File: config.mk
export PLATFORM = sky130hd
export DESIGN_NAME = dram_read_streamer
export DESIGN_NICKNAME = d
export VERILOG_FILES = /design/src/rtl/dram_read_streamer.sv
export SDC_FILE = /design/constraint.sdc
export NUM_CORES = 2
export LEC_CHECK = 0
export ABC_CLOCK_PERIOD_IN_PS = 5600
export CAP_MARGIN = 20
export CORE_ASPECT_RATIO = 0.6
export CORE_MARGIN = 2
export CORE_UTILIZATION = 56
export DETAILED_ROUTE_END_ITERATION = 10
export GPL_ROUTABILITY_DRIVEN = 0
export MAX_ROUTING_LAYER = met4
export PLACE_DENSITY = 0.75
export RECOVER_POWER = 100
export SLEW_MARGIN = 20
export SYNTH_ARGS = -nofsm -noshare
export SYNTH_HDL_FRONTEND = slang
export SYNTH_SLANG_ARGS = --single-unit
File: constraint.sdc
create_clock -name IP_CLK -period 5.6 [get_ports IP_CLK]
set_clock_uncertainty 0.1 [all_clocks]
set_input_delay 1.4 -clock IP_CLK [delete_from_list [all_inputs] [get_ports IP_CLK]]
set_output_delay 1.4 -clock IP_CLK [all_outputs]
set_load 0.05 [all_outputs]
File: src/rtl/dram_read_streamer.sv
// rtl/dram_read_streamer.sv - credit-gated 16-beat AXI burst reader feeding a beat FIFO
module dram_read_streamer #(
    parameter int FIFO_DEPTH      = 64,
    parameter int MAX_OUTSTANDING = 4
) (
    input  logic        IP_CLK,
    input  logic        IP_RESET,
    input  logic        start,
    input  logic [31:0] base_addr,
    input  logic [31:0] length,
    output logic        busy,
    output logic        done,
    output logic        err,
    output logic [32:0] IP_MAXI0_ARADDR,
    input  logic        IP_MAXI0_ARADDR_ready,
    output logic [3:0]  IP_MAXI0_ARLEN,
    output logic [1:0]  IP_MAXI0_ARSIZE,
    output logic [1:0]  IP_MAXI0_ARBURST,
    input  logic [64:0] IP_MAXI0_RDATA,
    output logic        IP_MAXI0_RDATA_ready,
    input  logic [1:0]  IP_MAXI0_RRESP,
    input  logic        IP_MAXI0_RLAST,
    output logic [64:0] out,
    input  logic        out_ready
);

    localparam int PW = $clog2(FIFO_DEPTH);
    localparam int OW = $clog2(MAX_OUTSTANDING + 1);

    localparam logic [1:0] S_IDLE  = 2'd0;
    localparam logic [1:0] S_ISSUE = 2'd1;
    localparam logic [1:0] S_DRAIN = 2'd2;
    localparam logic [1:0] S_DONE  = 2'd3;

    logic [1:0]    state_q, state_d;
    logic [31:0]   addr_q, addr_d;
    logic [24:0]   bursts_q, bursts_d;
    logic [OW-1:0] outst_q, outst_d;
    logic [3:0]    beat_q, beat_d;
    logic          err_q, err_d;
    logic          done_q, done_d;

    logic [PW-1:0] wr_ptr_q, rd_ptr_q;
    logic [PW:0]   count_q;
    logic [63:0]   mem_q [FIFO_DEPTH];

    logic [15:0] pending_w;
    logic [15:0] credits_w;
    logic        arvalid_w;
    logic        ar_fire_w;
    logic        r_fire_w;
    logic        last_beat_w;
    logic        out_valid_w;
    logic        pop_w;
    logic        unused_bits;

    // The low 7 address/length bits are intentionally dropped (128-byte granularity).
    assign unused_bits = ^{base_addr[6:0], length[6:0]};

    // Beats still owed by DRAM for bursts already issued; each one already owns a FIFO slot.
    assign pending_w = (16'(outst_q) << 4) - 16'(beat_q);
    assign credits_w = 16'(FIFO_DEPTH) - 16'(count_q) - pending_w;

    // Once raised, ARVALID cannot drop before ARREADY: credits never shrink without an issue.
    assign arvalid_w = (state_q == S_ISSUE) && (bursts_q != 25'd0) &&
                       (outst_q < OW'(MAX_OUTSTANDING)) && (credits_w >= 16'd16);
    assign ar_fire_w   = arvalid_w && IP_MAXI0_ARADDR_ready;
    assign IP_MAXI0_RDATA_ready = (outst_q != '0);
    assign r_fire_w    = IP_MAXI0_RDATA[64] && IP_MAXI0_RDATA_ready;
    assign last_beat_w = (beat_q == 4'd15);
    assign out_valid_w = (count_q != '0);
    assign pop_w       = out_valid_w && out_ready;

    assign IP_MAXI0_ARADDR  = {arvalid_w, addr_q};
    assign IP_MAXI0_ARLEN   = 4'd15;
    assign IP_MAXI0_ARSIZE  = 2'b11;
    assign IP_MAXI0_ARBURST = 2'b01;
    assign busy = (state_q == S_ISSUE) || (state_q == S_DRAIN);
    assign done = done_q;
    assign err  = err_q;
    assign out  = {out_valid_w, out_valid_w ? mem_q[rd_ptr_q] : 64'd0};

    // Transfer sequencing, AR issue bookkeeping and R-beat accounting.
    always_comb begin
        state_d  = state_q;
        addr_d   = addr_q;
        bursts_d = bursts_q;
        outst_d  = outst_q;
        beat_d   = beat_q;
        err_d    = err_q;
        done_d   = done_q;
        case (state_q)
            S_IDLE: begin
                if (start) begin
                    addr_d   = {base_addr[31:7], 7'd0};
                    bursts_d = length[31:7];
                    err_d    = 1'b0;
                    done_d   = 1'b0;
                    state_d  = (length[31:7] == 25'd0) ? S_DONE : S_ISSUE;
                end
            end
            S_ISSUE: begin
                if (ar_fire_w) begin
                    addr_d   = addr_q + 32'd128;
                    bursts_d = bursts_q - 25'd1;
                    if (bursts_q == 25'd1) begin
                        state_d = S_DRAIN;
                    end
                end
            end
            S_DRAIN: begin
                if ((outst_q == '0) && (count_q == '0)) begin
                    state_d = S_DONE;
                end
            end
            default: begin
                done_d  = 1'b1;
                state_d = S_IDLE;
            end
        endcase
        if (r_fire_w) begin
            beat_d = beat_q + 4'd1;
            if ((IP_MAXI0_RRESP != 2'b00) || (IP_MAXI0_RLAST != last_beat_w)) begin
                err_d = 1'b1;
            end
        end
        if (ar_fire_w && !(r_fire_w && last_beat_w)) begin
            outst_d = outst_q + OW'(1);
        end else if (!ar_fire_w && r_fire_w && last_beat_w) begin
            outst_d = outst_q - OW'(1);
        end
    end

    // Control state registers.
    always_ff @(posedge IP_CLK) begin
        if (IP_RESET) begin
            state_q  <= S_IDLE;
            addr_q   <= 32'd0;
            bursts_q <= 25'd0;
            outst_q  <= '0;
            beat_q   <= 4'd0;
            err_q    <= 1'b0;
            done_q   <= 1'b0;
        end else begin
            state_q  <= state_d;
            addr_q   <= addr_d;
            bursts_q <= bursts_d;
            outst_q  <= outst_d;
            beat_q   <= beat_d;
            err_q    <= err_d;
            done_q   <= done_d;
        end
    end

    // Beat FIFO pointers and occupancy; a write into a full FIFO means credit accounting broke.
    always_ff @(posedge IP_CLK) begin
        if (IP_RESET) begin
            wr_ptr_q <= '0;
            rd_ptr_q <= '0;
            count_q  <= '0;
        end else begin
            assert (!(r_fire_w && (count_q == (PW + 1)'(FIFO_DEPTH))));
            if (r_fire_w) begin
                wr_ptr_q <= wr_ptr_q + PW'(1);
            end
            if (pop_w) begin
                rd_ptr_q <= rd_ptr_q + PW'(1);
            end
            if (r_fire_w && !pop_w) begin
                count_q <= count_q + (PW + 1)'(1);
            end else if (!r_fire_w && pop_w) begin
                count_q <= count_q - (PW + 1)'(1);
            end
        end
    end

    // Beat storage, written on every accepted R beat.
    always_ff @(posedge IP_CLK) begin
        if (r_fire_w) begin
            mem_q[wr_ptr_q] <= IP_MAXI0_RDATA[63:0];
        end
    end

endmodule

# Word-level counts from Yosys, hierarchy flattened

Memory sizes are Yosys's and may differ from the RTL's. A register that Yosys moved wholly into a read port is not among the register bits.
Cells that the tools add are included.

Bits in writable memories: 4096
Memories kept: 1
Input bits: 137
Word-level logic and storage cells: 96
Bits in registers: 87

$lt $le $gt $ge: 2
Add/sub/neg operators: 12
Reductions and logical operators: 34
Equality and inequality tests: 9
Mux-type cells: 27
Bitwise operators: 1

Memory list:

| name  | depth | bits a word | read ports | clocked after memory_dff | write ports | RTL line | RTL |
|---|---|---|---|---|---|---|---|
| mem_q | 64    | 64          | 1          | 1                        | 1           | 45       | `logic [63:0] mem_q [FIFO_DEPTH];` |

Operators by type and width:

| operator                | number |
|---|---|
| $mux W32                | 2 |
| $mux W64                | 1 |
| $pmux W32 S2            | 1 |
| $mux W25                | 2 |
| $pmux W25 S2            | 1 |
| $add A32 B8 Y32 const B | 1 |
| $eq A25 B1 Y1 const B   | 1 |
| $logic_not A25 Y1       | 1 |
| $reduce_bool A25 Y1     | 1 |
| $sub A25 B1 Y25 const B | 1 |
| $ge A16 B5 Y1 const B   | 1 |
| $mux W7                 | 2 |
| $logic_and A1 B1 Y1     | 13 |
| $add A6 B1 Y6 const B   | 2 |
| $mux W6                 | 2 |
| $mux W2                 | 5 |
| $sub A8 B8 Y9           | 1 |
| $reduce_bool A2 Y1      | 4 |
| $sub A7 B4 Y8           | 1 |
| $sub A7 B7 Y8 const A   | 1 |
| $add A7 B1 Y7 const B   | 1 |
| $logic_not A7 Y1        | 1 |
| $mux W1                 | 7 |
| $reduce_bool A7 Y1      | 1 |
| 24 further kinds        | 31 |

# Longest topological paths before layout

Depth after elaboration: 10
Depth in mapped cells: 20
Gate-level depth less buffers: 18

# Worst setup path before layout

No wires, ideal clock.

Kind: input port to flip-flop
From: in IP_MAXI0_RDATA[64]
To: mem mem_q[62][0], enable pin
Stages: 5
Arrival time: 4.969 ns
Data required time: 5.013 ns
Path slack: 0.044 ns
Cell sequence: nand2_1 -> inv_1 -> buf_1 -> nand3_1 -> nor2_1

Cells in the longest elaborated chain, start to end: 3

RTL lines:

| what                          | RTL line | RTL |
|---|---|---|
| start: declaration            | 19       | `input logic [64:0] IP_MAXI0_RDATA,` |
| $logic_and A1 B1 Y1           | 69       | `assign r_fire_w = IP_MAXI0_RDATA[64] && IP_MAXI0_RDATA_ready;` |
| named net r_fire_w            | 51       | `logic r_fire_w;` |
| $mux W1                       | 179      | `if (r_fire_w) begin` |
| $mux W1 (implied by the code) | 180      | `mem_q[wr_ptr_q] <= IP_MAXI0_RDATA[63:0];` |
| end: declaration              | 45       |  |

The timed path passes the listed nets, and every way through them passes these cells.

# Final worst setup path

From: in IP_MAXI0_RDATA[64]
To: mem mem_q[37][21], enable pin

Cells in the longest elaborated chain, start to end: 3

RTL lines:

| what                          | RTL line |
|---|---|
| $logic_and A1 B1 Y1           | 69 |
| $mux W1                       | 179 |
| $mux W1 (implied by the code) | 180 |

No other way between the ends.

==> qor.txt <==
hpwl dp: 222000 um
share of post-route cells with drive strength above 1: 0.294
Period minus WS final: 5.74 ns
Vias per Instance: 7.08
Reg area: 125000 sq um
Syn Inst Count: 6708
Worst Path Max Fanout: 20
P_leak: 54.4 nW
Setup crit start: IP_MAXI0_RDATA[64]
PwrDens: 432 nW/um^2
Die Wd: 696 um
TritonCTS Buffers: 363
DRC viols: 0
area of the multi-input gates: 34800 sq um
antenna violations before repair: 13
Worst Path Required: 6.04 ns
drt wl/cell: 39.6 um
Total Wirelength: 453000 um
Worst setup EP type: flip-flop
relative slew slack: -1.55
Synth warnings: 0
part of the Yosys area used for sequential elements: 0.776
Total Routing Usage GR: 0.319
number of synthesized flops with an enable pin: 4096
RR Startpoint: outst_q[2]
status: complete, but fails checks
Clock Latency Late Sink: 0.95 ns
period utilization: 1.02
Fill cells: 17900
first-pass GRT wire length: 626000 um
Die Y: 419 um
full die area: 291000 sq um
startpoint types: input pin
setup ws final: -0.140 ns
final hold vios: 0
RR Endpoint: mem_q[31][22]
Non-Filler Instances: 11400
switching part of the total power: 0.276
Synth Register Bits: 4182
Max Fclk: 174 MHz
worst reg2reg setup slack: 0.04 ns
clock root cell: clkbuf_16
Detail Route Antenna Nets: 0
# rows: 152
final core occ: 0.635
TNS Setup: -3.54 ns
# nets final: 7426
CTS tree: yes
most common cell after layout, fill and taps aside: edfxtp_1
Hold Crit Class: flip-flop to flip-flop
P&R area growth vs syn: 12.8%
Ports: 247
Avg Inst Size Synth: 24.0 sq um
total power: 0.0782 W
Worst Path Arrival: 6.18 ns
clk slew on worst S/H paths: 0.07 ns
critical path endpoint: mem_q[37][21]
most frequent cells in the layout: 4096 x edfxtp_1, 1280 x mux4_2, 371 x clkbuf_16
clock share of power: 0.326
Seq pwr share: 0.448
htree depth: 5
Worst Reg-to-Reg Cells: 10
Internal Power: 0.0566 W
Post-CTS Hold Buffers: 0
Via Count: 80900
cell count after placement: 10700
Synth cell types: 75
synthesized area: 161000 sq um
failing checks: max-capacitance violations, max-slew violations, negative setup slack
IO buf count: 217
Setup-failing EPs final: 40
clk buf depth: 4
vias in the first global route: 80600
Core Region: 286000 sq um
Least-Margin Pin Slew: 3.82 ns
pin count of the biggest net entering global routing: 82
Clock Sinks: 4182
GR Overflow Total: 0
max-slew violation count: 7808
Worst VDD drop: 0.407 mV
First-pass DRT Iterations: 5
1st-iter DRT viols: 14500
asr flop ratio synth: 0
sw power: 0.0216 W
Initial Util: 0.563
Gate power share: 0.226
Top FF cell, synth: edfxtp_1
post-place setup slack: 0.538 ns
CP Class: input pin to flip-flop
maxcap violations: 176
Hold Path Stages: 2
[kinds of logic (layout without fill, tap and decap cells)]
| family | Yosys count | after routing | synth area share |
|---|---|---|---|
| AO/OA/AOI/OAI | 244 | 244 | 0.00990 |
| XOR/XNOR | 28 | 28 | 0.00153 |
| adder cells (fa/ha/maj) | 29 | 29 | 0.00240 |
| buffers and inverters | 403 | 1236 | 0.0103 |
| flip-flops | 4182 | 4182 | 0.776 |
| multiplexers | 1413 | 1413 | 0.188 |
| other | 2 | 36 | 0.0000467 |
| AND/OR/NAND/NOR | 407 | 408 | 0.0124 |
[state kept, by name, summed over array words and instances (netlist names), named ones only]
name and cells:
done 1, outst_q 3, mem_q 4096, bursts_q 25, rd_ptr_q 6, count_q 7
addr_q 25, beat_q 4, err 1, wr_ptr_q 6, state_q 2
[timing repair]
action	4_1_cts	5_1_grt
setup endpoints to repair	65	26
hold endpoints to repair	0	0
setup buffers	8	6
pin swaps	1	2
cloned	11	5
resized for setup	110	26
[worst min-delay path by stage]
stage	to	from
2_1_floorplan	bursts_q[23]	bursts_q[23]
3_3_place_gp	err	err
3_5_place_dp	err	err
4_1_cts	err	err
5_1_grt	err	err
6_report	err	err
[final cells by class]
cell class	instances	area share
Multi-Input combinational cell	2137	0.192
Tap cell	3850	0.0266
Antenna cell	21	0.000290
Sequential cell	4182	0.688
Clock inverter	230	0.0127
Inverter	24	0.000504
Clock buffer	430	0.0521
Timing Repair Buffer	552	0.0278
[stage by stage]
step                cell area [sq um]  hold slack (ns)
floorplan                      161000            0.341
CTS                            183000            0.364
finish                         181000            0.362
global placement               170000            0.356
detailed placement             170000            0.352
global route                   181000            0.399
[worst max-delay path, stage by stage]
cell,delay (ns)
dlygate4sd3_1,0.54
nand2_1,0.30
inv_1,0.30
clkbuf_1,0.24
nand3_1,0.10
clkbuf_1,0.35
nor2_1,1.79
clkbuf_2,1.09
[power groups by stage]
stage               combinational, W  clock (W)  sequential (W)
floorplan                     0.0114          0          0.0359
global placement              0.0162          0          0.0357
detailed placement            0.0165          0          0.0357
CTS                           0.0174     0.0255          0.0350
global route                  0.0185     0.0267          0.0351
finish                        0.0177     0.0255          0.0351
[cell usage after synthesis (all sizes together) (5+ instances only)]
master	n	area (sq um)
xor2	13	114
or4	6	48.8
a21oi	61	309
nor2b	5	31.3
a21o	5	37.5
mux2i	133	1330
nor3b	5	48.8
buf	147	693
a22oi	5	37.5
inv	23	86.3
nor4b	5	43.8
xnor2	15	131
clkbuf	232	871
o21ai	20	100
or2	10	62.6
ha	26	325
o311ai	10	87.6
nor4	18	119
and3	13	81.3
o22ai	92	576
nand2b	6	37.5
nor3	48	240
dfxtp	86	1720
or3	10	67.6
nand4	13	81.3
nand3	29	150
nor2	134	503
nand2	86	323
and2	8	52.6
a221oi	5	43.8
edfxtp	4096	123000
mux4	1280	28800
[metal layers]
| layer | GRT usage | part of all wire | wire length (um) | up-vias |
|---|---|---|---|---|
| met5 | - | 0 | 0 | - |
| met4 | 0.107 | 0.040 | 17900 | 0 |
| met3 | 0.0831 | 0.15 | 68400 | 1168 |
| met2 | 0.469 | 0.46 | 210000 | 7005 |
| met1 | 0.442 | 0.35 | 156000 | 42600 |
| li1 | - | - | - | 30100 |
No activity file was read; power rests on OpenSTA's default activity.
